$ cat src/rtl/life_pkg.sv
// life_pkg: shared types and widths for the player life tracker.
//   life_state_e : per-player FSM state encoding
//   winner_e     : winner report codes (valid while game_over is high)
//   HP_W, CNT_W  : HP register width and 10 Hz tick counter width
//   hp_dec       : saturating HP decrement
package life_pkg;

  typedef enum logic [1:0] {
    ALIVE  = 2'd0,
    INVULN = 2'd1,
    DYING  = 2'd2,
    OUT    = 2'd3
  } life_state_e;

  typedef enum logic [1:0] {
    WIN_NONE = 2'b00,
    WIN_P1   = 2'b01,
    WIN_P2   = 2'b10,
    WIN_DRAW = 2'b11
  } winner_e;

  localparam int HP_W  = 3;
  localparam int CNT_W = 8;

  // HP is unsigned; never wraps below zero.
  function automatic logic [HP_W-1:0] hp_dec(input logic [HP_W-1:0] hp);
    return (hp == '0) ? '0 : hp - HP_W'(1);
  endfunction

endpackage

$ cat src/rtl/player_life_fsm.sv
// player_life_fsm: HP register, tick counter and life FSM for one player.
// Ports:
//   clk, rst      : system clock, async active-high reset
//   tick10        : 10 Hz one-cycle enable
//   game_start    : restart pulse, overrides hit and tick
//   hit           : one-cycle hit pulse
//   hp            : current HP (registered)
//   dying         : high for the whole dying window (registered)
//   is_out        : player has finished dying
module player_life_fsm
  import life_pkg::*;
#(
  parameter int MAX_HP       = 3,
  parameter int INVULN_TICKS = 10,
  parameter int DYING_TICKS  = 20
) (
  input  logic            clk,
  input  logic            rst,
  input  logic            tick10,
  input  logic            game_start,
  input  logic            hit,
  output logic [HP_W-1:0] hp,
  output logic            dying,
  output logic            is_out
);

  life_state_e      state_q, state_d;
  logic [HP_W-1:0]  hp_q, hp_d;
  logic [CNT_W-1:0] cnt_q, cnt_d;
  logic             dying_q, dying_d;
  logic [CNT_W-1:0] cnt_inc;
  logic [HP_W-1:0]  hp_hit;

  assign cnt_inc = cnt_q + CNT_W'(1);
  assign hp_hit  = hp_dec(hp_q);

  always_comb begin
    state_d = state_q;
    hp_d    = hp_q;
    cnt_d   = cnt_q;
    if (game_start) begin
      state_d = ALIVE;
      hp_d    = HP_W'(MAX_HP);
      cnt_d   = '0;
    end else begin
      unique case (state_q)
        ALIVE: begin
          // A tick coinciding with the hit is dropped: the new window starts at 0.
          if (hit) begin
            hp_d    = hp_hit;
            cnt_d   = '0;
            state_d = (hp_hit == '0) ? DYING : INVULN;
          end
        end
        INVULN: begin
          if (tick10) begin
            if (cnt_inc == CNT_W'(INVULN_TICKS)) begin
              state_d = ALIVE;
              cnt_d   = '0;
            end else begin
              cnt_d = cnt_inc;
            end
          end
        end
        DYING: begin
          if (tick10) begin
            if (cnt_inc == CNT_W'(DYING_TICKS)) begin
              state_d = OUT;
              cnt_d   = '0;
            end else begin
              cnt_d = cnt_inc;
            end
          end
        end
        OUT: begin
          hp_d = '0;
        end
        default: state_d = ALIVE;
      endcase
    end
    // Registered so the flasher sees a clean level from the next edge.
    dying_d = (state_d == DYING);
  end

  always_ff @(posedge clk or posedge rst) begin
    if (rst) begin
      state_q <= ALIVE;
      hp_q    <= HP_W'(MAX_HP);
      cnt_q   <= '0;
      dying_q <= 1'b0;
    end else begin
      state_q <= state_d;
      hp_q    <= hp_d;
      cnt_q   <= cnt_d;
      dying_q <= dying_d;
    end
  end

  assign hp     = hp_q;
  assign dying  = dying_q;
  assign is_out = (state_q == OUT);

endmodule

$ cat src/rtl/player_life_tracker.sv
// player_life_tracker: two-player HP / dying tracker with game-over report.
// Ports:
//   clk, rst             : 100 MHz clock, async active-high reset
//   tick10               : 10 Hz one-cycle enable
//   game_start           : restarts both players, clears game over
//   p1_hit, p2_hit       : one-cycle hit pulses
//   p1_hp, p2_hp         : current HP
//   p1_dying, p2_dying   : dying window levels for the LED flasher
//   game_over            : set the cycle after any player is out
//   winner               : 00 none, 01 P1, 10 P2, 11 draw
module player_life_tracker
  import life_pkg::*;
#(
  parameter int MAX_HP       = 3,
  parameter int INVULN_TICKS = 10,
  parameter int DYING_TICKS  = 20
) (
  input  logic       clk,
  input  logic       rst,
  input  logic       tick10,
  input  logic       game_start,
  input  logic       p1_hit,
  input  logic       p2_hit,
  output logic [2:0] p1_hp,
  output logic [2:0] p2_hp,
  output logic       p1_dying,
  output logic       p2_dying,
  output logic       game_over,
  output logic [1:0] winner
);

  localparam int NUM_PLAYERS = 2;

  logic [NUM_PLAYERS-1:0]           hit;
  logic [NUM_PLAYERS-1:0][HP_W-1:0] hp;
  logic [NUM_PLAYERS-1:0]           dying;
  logic [NUM_PLAYERS-1:0]           is_out;

  assign hit = {p2_hit, p1_hit};

  for (genvar p = 0; p < NUM_PLAYERS; p++) begin : g_player
    player_life_fsm #(
      .MAX_HP       (MAX_HP),
      .INVULN_TICKS (INVULN_TICKS),
      .DYING_TICKS  (DYING_TICKS)
    ) u_fsm (
      .clk        (clk),
      .rst        (rst),
      .tick10     (tick10),
      .game_start (game_start),
      .hit        (hit[p]),
      .hp         (hp[p]),
      .dying      (dying[p]),
      .is_out     (is_out[p])
    );
  end

  logic    game_over_q, game_over_d;
  winner_e winner_q, winner_d;

  always_comb begin
    game_over_d = game_over_q;
    winner_d    = winner_q;
    if (game_start) begin
      game_over_d = 1'b0;
      winner_d    = WIN_NONE;
    end else if (!game_over_q && (is_out != '0)) begin
      // Winner is the player still standing: P2 out -> P1 (01), P1 out -> P2 (10).
      game_over_d = 1'b1;
      winner_d    = winner_e'({is_out[0], is_out[1]});
    end
  end

  always_ff @(posedge clk or posedge rst) begin
    if (rst) begin
      game_over_q <= 1'b0;
      winner_q    <= WIN_NONE;
    end else begin
      game_over_q <= game_over_d;
      winner_q    <= winner_d;
    end
  end

  assign p1_hp     = hp[0];
  assign p2_hp     = hp[1];
  assign p1_dying  = dying[0];
  assign p2_dying  = dying[1];
  assign game_over = game_over_q;
  assign winner    = winner_q;

endmodule
$ cat config.mk
export PLATFORM = sky130hd
export DESIGN_NAME = player_life_tracker
export DESIGN_NICKNAME = d
export VERILOG_FILES = /design/src/rtl/life_pkg.sv /design/src/rtl/player_life_fsm.sv /design/src/rtl/player_life_tracker.sv
export SDC_FILE = /design/constraint.sdc
export NUM_CORES = 1
export LEC_CHECK = 0
export BUFFER_PORTS_ARGS = -buffer_cell sky130_fd_sc_hd__clkbuf_2
export CAP_MARGIN = 20
export CORE_ASPECT_RATIO = 0.75
export CORE_MARGIN = 4
export CORE_UTILIZATION = 30
export DETAILED_ROUTE_END_ITERATION = 8
export PLACE_DENSITY = 0.54
export SYNTH_ARGS = -nofsm -noshare
export SYNTH_HDL_FRONTEND = slang
export SYNTH_SLANG_ARGS = --single-unit
export TNS_END_PERCENT = 30
$ cat constraint.sdc
create_clock -name clk -period 4.4 [get_ports clk]
set_input_delay 0.22 -clock clk [delete_from_list [all_inputs] [get_ports clk]]
set_output_delay 0.22 -clock clk [all_outputs]
set_load 0.02 [all_outputs]
* Word-level counts from Yosys, hierarchy flattened
Index checks and enable logic that the tools add are counted.
** Word-level totals
- Register bits after elaboration :: 31
- Output and inout port bits :: 11
- Word-level logic and storage cells :: 92
** Operators by class
- $add $sub $neg :: 4
- Equal/unequal tests :: 18
- Muxes and demuxes :: 42
- Reductions and logical operators :: 18
** Operators with widths (number)
- $mux W8 :: 12
- $pmux W8 S3 :: 2
- $mux W2 :: 16
- $mux W3 :: 6
- $ne A3 B3 Y1 const B :: 6
- $add A8 B1 Y8 const B :: 2
- $eq A8 B4 Y1 const B :: 2
- $eq A8 B5 Y1 const B :: 2
- $eq A2 B2 Y1 const B :: 6
- $logic_not A3 Y1 :: 4
- $pmux W2 S3 :: 2
- $pmux W3 S2 :: 2
- $reduce_and A4 Y1 :: 2
- $reduce_bool A4 Y1 :: 2
- $reduce_bool A3 Y1 :: 2
- $sub A3 B1 Y3 const B :: 2
- $eq A2 B1 Y1 const B :: 2
- $logic_not A2 Y1 :: 2
- $reduce_and A2 Y1 :: 2
- $reduce_bool A2 Y1 :: 2
- $mux W1 :: 2
- $logic_and A1 B1 Y1 :: 1
- $logic_not A1 Y1 :: 1

* Logic depth before layout (Yosys ltp)
- Word-level depth :: 8
- Gate-level depth with buffers :: 8
- Depth with buffers taken out :: 7

* By module
A second synthesis with hierarchy kept.
** Second synthesis, totals
- Cell total of the unflattened synthesis :: 277
- Area, all modules :: 2361.0 um2
** By module, submodules not included
- player_life_fsm :: instances 2, cells each 132, area an instance 1112.3 um2, seq. area each 352.8 um2
- player_life_tracker :: instances 1, cells each 13, area an instance 136.4 um2, seq. area each 75.1 um2

* Least setup slack after synthesis
No wires, ideal clock.
- Kind :: register to register
- From :: reg g_player[0].u_fsm.cnt_q[0]
- To :: reg g_player[0].u_fsm.cnt_q[2]
- Arrival time :: 1.760 ns
- Data required time :: 4.274 ns
- Slack :: 2.514 ns
- Cell stages (with the launch flop) :: 7
- Period minus slack after synthesis :: 1.886 ns
- Cells stage by stage :: dfrtp_1 -> ha_1 -> or2b_2 -> o41a_1 -> o21a_4 -> a21oi_2 -> o22ai_1
** Between the ends
- Word-level cells in the longest chain between the ends :: 6
** RTL lines
- from (decl) :: RTL line player_life_fsm.sv:29 : logic [CNT_W-1:0] cnt_q, cnt_d;
- from (signal assigned) :: RTL line player_life_fsm.sv:94 : cnt_q <= cnt_d;
- $add A8 B1 Y8 * :: RTL line player_life_fsm.sv:34 : assign cnt_inc = cnt_q + CNT_W'(1);
- $eq A8 B5 Y1 / $eq A8 B4 Y1 (equally long branches) :: RTL line player_life_fsm.sv:67, player_life_fsm.sv:57
- $mux W8 (on tied branches) :: RTL line player_life_fsm.sv:67, player_life_fsm.sv:57
- $mux W8 (on tied branches) :: RTL line player_life_fsm.sv:66, player_life_fsm.sv:56
- $pmux W8 S3 * :: RTL line player_life_fsm.sv:46 : unique case (state_q)
- $mux W8 * :: RTL line player_life_fsm.sv:41 : if (game_start) begin
Mark *: on every way between the ends. The rest lies on a longest branch, timed or not. The select of a mux whose other input is x is not followed.
A chain may end at the register's enable or synchronous reset.

* Worst setup path after layout
- From :: reg g_player[1].u_fsm.state_q[0]
- To :: reg g_player[1].u_fsm.cnt_q[1]
** Between the ends
- Word-level cells in the longest chain between the ends :: 3
** RTL lines
- from (decl) :: RTL line player_life_fsm.sv:27 : life_state_e state_q, state_d;
- from (signal assigned) :: RTL line player_life_fsm.sv:92 : state_q <= state_d;
- $eq A2 B2 Y1, or another cell as far along :: RTL line player_life_fsm.sv:46
- $ne A3 B3 Y1 (no source line), or another cell as far along
- $reduce_and A4 Y1 (no source line) / $mux W8 (equally long branches)
- to (signal assigned) :: RTL line player_life_fsm.sv:94
- to (decl) :: RTL line player_life_fsm.sv:29
Several ways; a longest one is shown, not always the timed one.

==> flow_summary_export.csv <==
group,metric,value,unit
timing,rsz0062_at_grt,"no",
drt,via_count,1982,
placed_design,place.gp.congestion,0.810,
global_route,grt_use_met2,16.8,%
layout,nNetsFinal,290,
job,drv_cap,0,
layout,drive_above_1_share,13.6,%
die,die_h,83.1,um
synth,synth_most_common_cell,"o21ai_0",
clock_tree,post_cts_resize_count,0,
drt,first_pass_iters,4,
worst_setup_path,criticalPathCategory,"flop to flop",
clock_tree,cts_made_buffers,5,
layout,antenna-diode-count,0,
die,io_pins,17,
layout,fin_area,2500,sq um
timing,slew_viol_final,0,
timing,fin_skew,12.6,ps
layout,areaGrowthSynthToFinish,11.1,%
clock_tree,clkTransAtPathRegs,80,ps
worst_setup_path,rrSetupSlack,2160,ps
worst_setup_path,r2r_end,"g_player[1].u_fsm.cnt_q[1]$_DFFE_PP0P_",
synth,avgSynthCellArea,8.77,sq um
die,die_area,8980,sq um
synth,yosys-top-cells-count,"29 x o21ai_0, 27 x dfrtp_1, 19 x inv_1",
synth,synth.top_cell.area_share,30.0,%
worst_setup_path,cp.arrival,2460,ps
worst_setup_path,endpoint,"g_player[1].u_fsm.cnt_q[1]$_DFFE_PP0P_",
drt,drc,0,
timing,fmax,446,MHz
placed_design,portBuffers,16,
synth,yosysSeqAreaShare,34.6,%
global_route,grt.met1_usage,20.9,%
placed_design,placed_area,2390,sq um
timing,maxSlewHeadroom,61.5,%
synth,ys_top_cells_by_area,"dfrtp_1 30%, ha_1 7.2%, o21ai_0 6.4%, dfstp_2 4.7%, inv_1 3.2%",
clock_tree,cts_hold_buf,0,
worst_setup_path,path_max_fanout,7,
worst_setup_path,r2r_cells,7,
timing,fin_tns_setup,0,ps
global_route,grt_overflow,0,
clock_tree,cts_root_buffer,"clkbuf_8",
synth,syn_area,2250,sq um
global_route,grt_max_degree,32,
timing,worst_slew_pin_slew,572,ps
global_route,grt_pass1_wl,9.45,mm
timing,period_minus_slack,2240,ps
hold_path,hold_class,"input pin to async pin",
synth,yosys_warnings,0,
clock_tree,clock_sinks,31,
drt,via_per_inst,5.31,
synth,synth.distinct_cells,62,
synth,syn-num-nets,276,
synth,async_flop_share,100,%
drt,wl,5.44,mm
drt,ant_nets,0,
drt,drtIter0Drc,145,
global_route,grtUsageMet3,2.41,%
synth,synth_top_flop_cell,"dfrtp_1",
worst_setup_path,start_kind,"flop",
timing,whs,-9.39,ps
timing,hold_violations,9,
clock_tree,clockBufferDepth,2,
synth,synth_seq_cells,31,
timing,setup_viol,0,
die,design.core.area,7330,sq um
die,start_util,30.8,%
global_route,busiest_layer,"met1",
global_route,grt_usage,12.9,%
global_route,grt_pass1_vias,1879,
placed_design,hpwl,3.86,mm
die,rows,27,
clock_tree,post_cts_buffers,0,
synth,synth_top_cell_by_area,"dfrtp_1",
status,violations,"negative hold slack",
clock_tree,htree_levels,2,
worst_setup_path,startpoint,"g_player[1].u_fsm.state_q[0]$_DFF_PP0_",
worst_setup_path,required,4620,ps
status,status,"complete, but fails checks",
synth,netlist_instances,257,
layout,final_util,34.2,%
power,irDropWorstVdd,215,uV
power,power_density,346,nW/um^2
synth,synth_edf_count,0,
worst_setup_path,critPathCaptureType,"flop",
clock_tree,clock_latency,290,ps
timing,finalCritPeriodShare,50.9,%
drt,routedWlPerCell,14.6,um
global_route,grt_antenna_before_repair,0,
power,leakagePower,1.06,nW
clock_tree,cts_tree,"done",
die,die_w,108,um
worst_setup_path,regToRegStartpoint,"g_player[1].u_fsm.state_q[0]$_DFF_PP0_",
## placed cells by master, fill, tap and decap left out, types with 5 or more instances in the layout
master	instances
o21ai_0	29
ha_1	13
nand3_1	10
inv_1	19
nor4b_1	5
nor2b_1	5
nand4_1	5
nor2_1	16
a21oi_1	14
dfrtp_1	27
nand2_1	16
o211ai_1	8
o21a_1	5
clkbuf_2	16
clkbuf_8	6
## cell type report
| cell class | count | area (sq um) |
|---|---|---|
| Timing Repair Buffer | 17 | 87.6 |
| Clock buffer | 6 | 82.6 |
| Sequential cell | 31 | 781 |
| Tap cell | 101 | 126 |
| Inverter | 19 | 71.3 |
| Fill cell | 768 | 4830 |
| Clock inverter | 2 | 35.0 |
| Multi-Input combinational cell | 197 | 1320 |
## sequential cells by signal, indices dropped and copies added, names as in the netlist
| register | cells |
|---|---|
| winner | 2 |
| g_player.u_fsm.cnt_q | 16 |
| g_player.u_fsm.hp | 6 |
| g_player.u_fsm.dying | 2 |
| g_player.u_fsm.state_q | 4 |
| game_over | 1 |
## critical path, cell delays in order (launching register included)
cell and delay (ps):
dfrtp_1 440, inv_1 160, ha_1 290, nor3b_1 290, o211ai_1 240, a21oi_1 420, o21ai_0 170, o21ai_0 160
## cell families (layout without fill, tap and decap cells)
logic type	Yosys count	in the layout	share of synthesized area [%]
compound gates	89	89	26.2
simple gates	89	89	22.7
flops	31	31	34.6
buf+inv	29	44	6.77
fa+ha+maj	13	13	7.21
xor+xnor	3	3	1.17
mux	3	3	1.33
## per-stage QoR
stage	hold slack (ps)	setup slack [ps]	std cells	power, mW
2_1_floorplan	321	2510	257	0.508
3_3_place_gp	323	2340	365	0.570
3_5_place_dp	328	2200	365	0.569
4_1_cts	8.17	2200	373	0.877
5_1_grt	43.2	1920	373	0.919
6_report	-9.39	2160	373	0.867
## routing by layer
metal	routed length, um	up-vias
met1	2960	936
met5	0	-
li1	-	983
met4	62	0
met2	2130	56
met3	280	7
## where the power goes
group / total (mW) / internal [mW] / switching, mW / leakage, nW
sequential: 0.336 / 0.312 / 0.0243 / 0.416
combinational: 0.230 / 0.0854 / 0.145 / 0.584
clock: 0.301 / 0.183 / 0.118 / 0.0612
## worst min path at each step
stage | startpoint | to | slack, ps
CTS | rst | g_player[1].u_fsm.state_q[0]$_DFF_PP0_ | 8
global placement | rst | g_player[0].u_fsm.cnt_q[4]$_DFFE_PP0P_ | 320
floorplan | rst | g_player[0].u_fsm.cnt_q[0]$_DFFE_PP0P_ | 320
global route | rst | g_player[0].u_fsm.cnt_q[4]$_DFFE_PP0P_ | 40
finish | rst | g_player[1].u_fsm.state_q[0]$_DFF_PP0_ | -9
detailed placement | rst | g_player[0].u_fsm.cnt_q[4]$_DFFE_PP0P_ | 330
Power figures use the tool's default switching activity.
